--- config.mk ---
export PLATFORM = sky130hd
export DESIGN_NAME = ram_arbiter
export DESIGN_NICKNAME = d
export VERILOG_FILES = /design/src/rtl/ram_arbiter.sv
export SDC_FILE = /design/constraint.sdc
export NUM_CORES = 2
export LEC_CHECK = 0
export CAP_MARGIN = 15
export CORE_AREA = 3 3 360 362
export CTS_CLUSTER_DIAMETER = 200
export DETAILED_ROUTE_END_ITERATION = 8
export DIE_AREA = 0 0 363 365
export SETUP_SLACK_MARGIN = 0.02
export SYNTH_ARGS = -nofsm -noshare
export SYNTH_HDL_FRONTEND = slang
export SYNTH_SLANG_ARGS = --single-unit
--- constraint.sdc ---
create_clock -name clk_133M -period 30.7 [get_ports clk_133M]
set_input_delay 6.14 -clock clk_133M [delete_from_list [all_inputs] [get_ports clk_133M]]
set_output_delay 6.14 -clock clk_133M [all_outputs]
set_load 0.05 [all_outputs]
--- src/rtl/ram_arbiter.sv ---
`default_nettype none
// +--------------------------------------------------------------------------+
// | ram_arbiter: four-requester SDRAM command arbiter with in-order read     |
// | return routing.                                            Revision 1.0  |
// +--------------------------------------------------------------------------+
module ram_arbiter #(
  parameter int ADDR_W    = 25,
  parameter int DATA_W    = 128,
  parameter int RD_DEPTH  = 4,
  parameter int ISSUE_GAP = 2
) (
  input  logic              clk_133M,
  input  logic              rst_133M,
  input  logic              cam_wr_req,
  input  logic [ADDR_W-1:0] cam_wr_address,
  input  logic [DATA_W-1:0] cam_wr_data,
  input  logic              hdr_wr_req,
  input  logic [ADDR_W-1:0] hdr_wr_address,
  input  logic [DATA_W-1:0] hdr_wr_data,
  input  logic              hdr_rd_req,
  input  logic [ADDR_W-1:0] hdr_rd_address,
  input  logic              vga_rd_req,
  input  logic [ADDR_W-1:0] vga_rd_address,
  input  logic              ram_busy,
  input  logic              ram_rd_valid,
  input  logic [DATA_W-1:0] ram_rd_data,
  input  logic              err_clr,
  output logic              cmd_req,
  output logic              cmd_we,
  output logic [ADDR_W-1:0] cmd_address,
  output logic [DATA_W-1:0] cmd_data,
  output logic [3:0]        grant,
  output logic              hdr_rd_valid,
  output logic [DATA_W-1:0] hdr_rd_data,
  output logic              vga_rd_valid,
  output logic [DATA_W-1:0] vga_rd_data,
  output logic [3:0]        pending,
  output logic [3:0]        overflow,
  output logic              rd_underflow
);

  localparam int PTR_W  = (RD_DEPTH > 1) ? $clog2(RD_DEPTH) : 1;
  localparam int CNT_W  = $clog2(RD_DEPTH) + 1;
  localparam int HOLD_W = (ISSUE_GAP > 1) ? $clog2(ISSUE_GAP) : 1;
  localparam logic [CNT_W-1:0]  DEPTH_C   = CNT_W'(RD_DEPTH);
  localparam logic [HOLD_W-1:0] HOLD_LAST = HOLD_W'(ISSUE_GAP - 1);

  typedef enum logic [1:0] {
    ST_IDLE  = 2'd0,
    ST_ISSUE = 2'd1,
    ST_HOLD  = 2'd2
  } state_t;

  state_t            state, state_next;
  logic [HOLD_W-1:0] hold_cnt;
  logic [1:0]        rr_ptr;
  logic [3:0]        grant_q;
  logic [3:0]        req;
  logic [3:0]        granted;
  logic [3:0]        accept;
  logic [3:0]        eligible;
  logic              rd_ok;
  logic              win_valid;
  logic [1:0]        win_idx;
  logic [2:0]        rr_sum;
  logic              load;
  logic [ADDR_W-1:0] req_addr  [4];
  logic [ADDR_W-1:0] slot_addr [4];
  logic [DATA_W-1:0] slot_data [2];

  logic              tags [RD_DEPTH];
  logic [PTR_W-1:0]  tag_wr_ptr, tag_rd_ptr;
  logic [CNT_W-1:0]  tag_cnt;
  logic              push, pop, pop_tag;

  assign req         = {vga_rd_req, hdr_rd_req, hdr_wr_req, cam_wr_req};
  assign req_addr[0] = cam_wr_address;
  assign req_addr[1] = hdr_wr_address;
  assign req_addr[2] = hdr_rd_address;
  assign req_addr[3] = vga_rd_address;

  assign cmd_req = (state == ST_ISSUE);
  assign granted = cmd_req ? grant_q : 4'b0000;
  assign grant   = granted;
  // A pulse on a slot being granted this cycle refills it instead of overflowing.
  assign accept  = req & (~pending | granted);
  assign rd_ok   = (tag_cnt < DEPTH_C);

  assign push    = cmd_req & (grant_q[2] | grant_q[3]);
  assign pop     = ram_rd_valid & (tag_cnt != '0);
  assign pop_tag = tags[tag_rd_ptr];

  always_comb begin
    eligible  = pending & {rd_ok, rd_ok, 2'b11};
    win_valid = 1'b0;
    win_idx   = 2'd0;
    rr_sum    = 3'd0;
    if (eligible[0]) begin
      win_valid = 1'b1;
    end else begin
      // rr_ptr indexes slots 1..3 as 0..2
      for (int k = 0; k < 3; k++) begin
        rr_sum = {1'b0, rr_ptr} + 3'(k);
        if (rr_sum >= 3'd3) rr_sum = rr_sum - 3'd3;
        if (!win_valid && eligible[rr_sum[1:0] + 2'd1]) begin
          win_valid = 1'b1;
          win_idx   = rr_sum[1:0] + 2'd1;
        end
      end
    end
  end

  always_comb begin
    state_next = state;
    load       = 1'b0;
    case (state)
      ST_IDLE: begin
        if (!ram_busy && win_valid) begin
          load       = 1'b1;
          state_next = ST_ISSUE;
        end
      end
      ST_ISSUE: state_next = ST_HOLD;
      ST_HOLD:  if (hold_cnt == HOLD_LAST) state_next = ST_IDLE;
      default:  state_next = ST_IDLE;
    endcase
  end

  always_ff @(posedge clk_133M or posedge rst_133M) begin
    if (rst_133M) begin
      state    <= ST_IDLE;
      hold_cnt <= '0;
    end else begin
      state <= state_next;
      if (state == ST_ISSUE)     hold_cnt <= '0;
      else if (state == ST_HOLD) hold_cnt <= hold_cnt + 1'b1;
    end
  end

  always_ff @(posedge clk_133M or posedge rst_133M) begin
    if (rst_133M) begin
      grant_q     <= 4'b0000;
      cmd_we      <= 1'b0;
      cmd_address <= '0;
      cmd_data    <= '0;
      rr_ptr      <= 2'd0;
    end else if (load) begin
      grant_q     <= 4'b0001 << win_idx;
      cmd_we      <= ~win_idx[1];
      cmd_address <= slot_addr[win_idx];
      cmd_data    <= win_idx[1] ? '0 : slot_data[win_idx[0]];
      if (win_idx != 2'd0) rr_ptr <= (win_idx == 2'd3) ? 2'd0 : win_idx;
    end
  end

  always_ff @(posedge clk_133M or posedge rst_133M) begin
    if (rst_133M) begin
      pending  <= 4'b0000;
      overflow <= 4'b0000;
      for (int i = 0; i < 4; i++) slot_addr[i] <= '0;
      for (int i = 0; i < 2; i++) slot_data[i] <= '0;
    end else begin
      overflow <= (err_clr ? 4'b0000 : overflow) | (req & pending & ~granted);
      for (int i = 0; i < 4; i++) begin
        if (accept[i]) begin
          pending[i]   <= 1'b1;
          slot_addr[i] <= req_addr[i];
        end else if (granted[i]) begin
          pending[i] <= 1'b0;
        end
      end
      if (accept[0]) slot_data[0] <= cam_wr_data;
      if (accept[1]) slot_data[1] <= hdr_wr_data;
    end
  end

  // Read tag FIFO: 0 = hdr reader, 1 = vga reader
  always_ff @(posedge clk_133M or posedge rst_133M) begin
    if (rst_133M) begin
      for (int i = 0; i < RD_DEPTH; i++) tags[i] <= 1'b0;
      tag_wr_ptr <= '0;
      tag_rd_ptr <= '0;
      tag_cnt    <= '0;
    end else begin
      if (push) begin
        tags[tag_wr_ptr] <= grant_q[3];
        tag_wr_ptr       <= tag_wr_ptr + 1'b1;
      end
      if (pop) tag_rd_ptr <= tag_rd_ptr + 1'b1;
      case ({push, pop})
        2'b10:   tag_cnt <= tag_cnt + 1'b1;
        2'b01:   tag_cnt <= tag_cnt - 1'b1;
        default: tag_cnt <= tag_cnt;
      endcase
    end
  end

  always_ff @(posedge clk_133M or posedge rst_133M) begin
    if (rst_133M) begin
      hdr_rd_valid <= 1'b0;
      vga_rd_valid <= 1'b0;
      hdr_rd_data  <= '0;
      vga_rd_data  <= '0;
      rd_underflow <= 1'b0;
    end else begin
      hdr_rd_valid <= pop & ~pop_tag;
      vga_rd_valid <= pop & pop_tag;
      if (pop && !pop_tag) hdr_rd_data <= ram_rd_data;
      if (pop && pop_tag)  vga_rd_data <= ram_rd_data;
      rd_underflow <= (rd_underflow & ~err_clr) | (ram_rd_valid & (tag_cnt == '0));
    end
  end

endmodule
`default_nettype wire

# After elaboration in Yosys (flattened, before gate mapping)
# Index checks and enable logic that the tools add are counted.
# totals
register_bits,797
in_bits,493
output_inout_bits,426
wordCells,162
# op_classes
n_addsub,13
magnitude_cmp,12
n_eq_ne,7
shift,1
mux,54
bitwise,23
reduce_logical,22
# ops
cell,count
$mux W128,4
$bmux W25 S2,1
$mux W25,2
$mux W2,13
$mux W1,24
$and A4 B4 Y4,4
$reduce_bool A2 Y1,7
$add A2 B1 Y2 const B,5
$ge A3 B3 Y1 const B,3
$lt A2 B3 Y1 const B,3
$not A2 Y3,3
$bmux W1 S2,4
$mux W4,2
$not A4 Y4,2
$or A4 B4 Y4,2
$and A1 B1 Y1,6
$eq A2 B2 Y1 const B,3
$ge A3 B2 Y1 const B,2
$logic_and A1 B1 Y1,6
$pmux W2 S3,1
$pmux W3 S2,1
$sub A2 B2 Y2 const B,3
$bwmux W4,1
$eq A2 B1 Y1 const B,2
other kinds (19),28

# Logic depth before layout (Yosys ltp)
# logic_depth
ltp_word,21
ltp_mapped,11
ltp_nobuf,11

# Least setup slack after synthesis
# OpenSTA, ideal clock, no wires.
# synth_timing
kind,register to output
start,register state[1]
end,output port grant[3]
arrival_time_ns,1.581
slack_ns,22.979
path_stages_with_launch,5
n_path_buf,0
cell_sequence,dfrtp_1 -> inv_1 -> ha_1 -> nand2_1 -> inv_1
# synth_via
elab_chain_len,2
# synth_lines
element,line_no,text
"start, declared",54,"state_t state, state_next;"
"start signal, assigned",134,state <= state_next;
$eq A2 B1 Y1,82,assign cmd_req = (state == ST_ISSUE);
net cmd_req,28,"output logic cmd_req,"
$mux W4,83,assign granted = cmd_req ? grant_q : 4'b0000;
"end, declared",32,"output logic [3:0] grant,"
# The timed path passes the listed nets, and every way through them passes these cells.

==> flow_summary.ini <==
[sta]
slew_headroom = 0.279
period_share = 0.335
hold_viol = 0
setup_viol = 0
period_minus_slack_ns = 10.30
rsz0062_at_grt = no
max_freq_ghz = 0.0971
tightest_slew_ns = 1.08
fin_setup_tns_ns = 0
maxSlewViolCount = 0
finClkSkew_ns = 0.0262

[pwr]
ir_drop_mv = 0.0568
p_total_mw = 5.26
power_density_nw_per_um2 = 115
p_leak_nw = 19.6

[place]
place_area_um2 = 42600
dp_cells = 4899
io_buffer_count = 918
dp_hpwl_mm = 77.8
place_congestion = 0.794

[synth]
synth_top_cell_area_share = 0.630
ys_warn_count = 0
synth_seq_cells = 797
netlist_top_cells_area = dfrtp_1 63%, mux2_2 17%, nand2_1 6.6%, mux2i_1 5.7%, o21ai_0 2.2%
ys_types = 41
syn-num-nets = 2935
yosysSeqAreaShare = 0.630
synth_cells = 2427
avgSynthCellArea_um2 = 13.0
synth_top_area_cell = dfrtp_1
syn-cell-area_um2 = 31700

[finish]
nets = 3836
nFillCells = 12400
final_cells = 5073
drive_gt1_frac = 0.200
utilization = 0.359
final_area_um2 = 45600
area_growth_pct = 43.9

[floorplanning]
rows = 131
start_util = 0.249
die_area_um2 = 132000
coreArea_um2 = 127000
die_h_um = 365
chipWidth_um = 363
ios = 919

[worst_hold_path]
hold_end = vga_rd_data[113]$_DFFE_PP0P_
hp-start = vga_rd_data[113]$_DFFE_PP0P_
min_path_type = reg2reg
hold_depth = 2

[cts]
cts-root-buf = clkbuf_16
cts_made_buffers = 89
hold_buffers = 0
htreeDepth = 3
cts_resized = 0
clock_path_buffers = 3
cts_sinks = 797
cts_tree = yes
cts_setup_buffers = 0
worstSkewPairLatency_ns = 0.68
path_clk_slew_ns = 0.06

[detailed_routing]
num_vias = 22100
avgViaCountPerCell = 4.36
drt-initial-drc-count = 1244
avgRoutedWirePerCell_um = 21.4
drt_wl_total_mm = 109
first_pass_iters = 4
antenna_left = 0
drc = 0

[setup_path]
crit_chain = clkdlybuf4s50_1, inv_8, buf_4, buf_4, buf_4, buf_4
cpMostUsedCell = buf_4
cp_slowest_cell = buf_4
critPathMaxStageDelay_ns = 0.89
critical_path_required_ns = 31.35
r2r_start = rr_ptr[1]$_DFFE_PP0P_
cp_data_arrival_time_ns = 10.95
crit_path_end_kind = async pin
r2r_setup_slack_ns = 25.68
crit_fanout = 124
start_kind = input pin
timing.rr.end = cmd_data[79]$_DFFE_PP0P_
crit_type = in2async
reg2reg_depth = 11

[run]
drv_cap = 0

[run_status]
status = finished clean

[grt]
grt.overflow.total = 0
track_usage = 0.160
grt_max_degree = 125
grt_pass1_wl_mm = 157
antenna_found_initial = 23
grt_pass1_vias = 23000
[area by class of cell]
cell class              instances  area [µm²]  share of cell area
flip-flops and latches        797       19900               0.438
repair buffers                949        9420               0.207
multi-input cells            1470       11000               0.242
clock inverters                32         324             0.00711
inverters                      21        88.8             0.00195
diodes                         12        30.0            0.000659
well taps                    1662        2080              0.0457
clock buffers                 130        2620              0.0576
[power by group]
group	internal (mW)	total, mW	switching, mW
Sequential	1.52	1.79	0.261
Clock	0.628	1.08	0.452
Combinational	0.921	2.39	1.47
[per-stage QoR]
step                      hold slack (ns)  worst slack, ns
after floorplan                     0.442             2.18
after global placement              0.454            19.41
after detailed placement            0.461            19.46
after CTS                           0.476            20.22
after global routing                0.494            19.65
final                               0.471            20.40
[Yosys cell counts]
cell       instances
a2111oi_0          1
a211o_1            1
a21boi_0           1
a21boi_1           1
a21o_1             1
a21oi_1            2
a22o_1             5
a32o_1             1
and2_1             2
buf_1              6
buf_2             66
buf_6              3
clkbuf_1          52
clkbuf_2          12
dfrtp_1          797
fa_1               1
ha_1              14
inv_1             21
mux2_2           490
mux2i_1          181
mux4_2             1
nand2_1          559
nand2b_1           5
nand3_1            4
nand4b_1           1
nor2_1             8
nor2b_1            4
nor3_1             2
nor3b_1            2
nor4_2             1
o211ai_1           1
o21a_1             3
o21ai_0          140
o221ai_1          25
o22ai_1            1
o32ai_4            1
or2_2              3
or2_4              1
or3b_1             1
xnor2_1            4
xor2_1             2
[layer usage]
metal | vias to the layer above | share of wire | GRT usage
met5 | - | 0.00089 | 0
met4 | 14 | 0.029 | 0.0582
met3 | 164 | 0.091 | 0.0590
met2 | 705 | 0.48 | 0.265
met1 | 11100 | 0.40 | 0.189
li1 | 10100 | - | -
[sequential cells by signal, indices dropped and copies added, names as in the netlist, 25 cells and up]
register / cells
cmd_data: 128
slot_addr: 100
vga_rd_data: 128
slot_data: 256
hdr_rd_data: 128
cmd_address: 25
[cell families after synthesis]
family / synth area share
AO/OA/AOI/OAI: 0.0344
adder cells (fa/ha/maj): 0.00617
AND/OR/NAND/NOR: 0.0727
XOR/XNOR: 0.00166
flip-flops: 0.630
multiplexers: 0.232
buffers and inverters: 0.0228
[worst max-delay path, delay by kind of cell]
family	cells	cell delay, ns
buffers and inverters	6	4.51
[how the worst max path moves through the flow]
| stage | from | endpoint | slack [ns] | depth (start not counted) |
|---|---|---|---|---|
| final | rst_133M | cmd_data[14]$_DFFE_PP0P_ | 20.40 | 6 |
| after global routing | rst_133M | cmd_data[14]$_DFFE_PP0P_ | 19.65 | 6 |
| after CTS | rst_133M | slot_data[153]$_DFFE_PP0P_ | 20.22 | 6 |
| after floorplan | rst_133M | cmd_address[0]$_DFFE_PP0P_ | 2.18 | 1 |
| after detailed placement | rst_133M | slot_data[12]$_DFFE_PP0P_ | 19.46 | 6 |
| after global placement | rst_133M | slot_data[149]$_DFFE_PP0P_ | 19.41 | 6 |
[cells in the final DEF, fill, tap and decap left out, types with 12 or more instances in the layout]
cell type	netlist	routed
mux2i_1	181	181
dfrtp_1	797	797
inv_1	21	19
clkdlybuf4s50_1	0	918
o221ai_1	25	25
buf_4	0	31
ha_1	14	14
clkbuf_16	0	91
nand2_1	559	557
clkbuf_1	52	19
clkbuf_8	0	20
diode_2	0	12
mux2_2	490	490
clkinv_2	0	17
o21ai_0	140	140
Power figures use the tool's default switching activity.
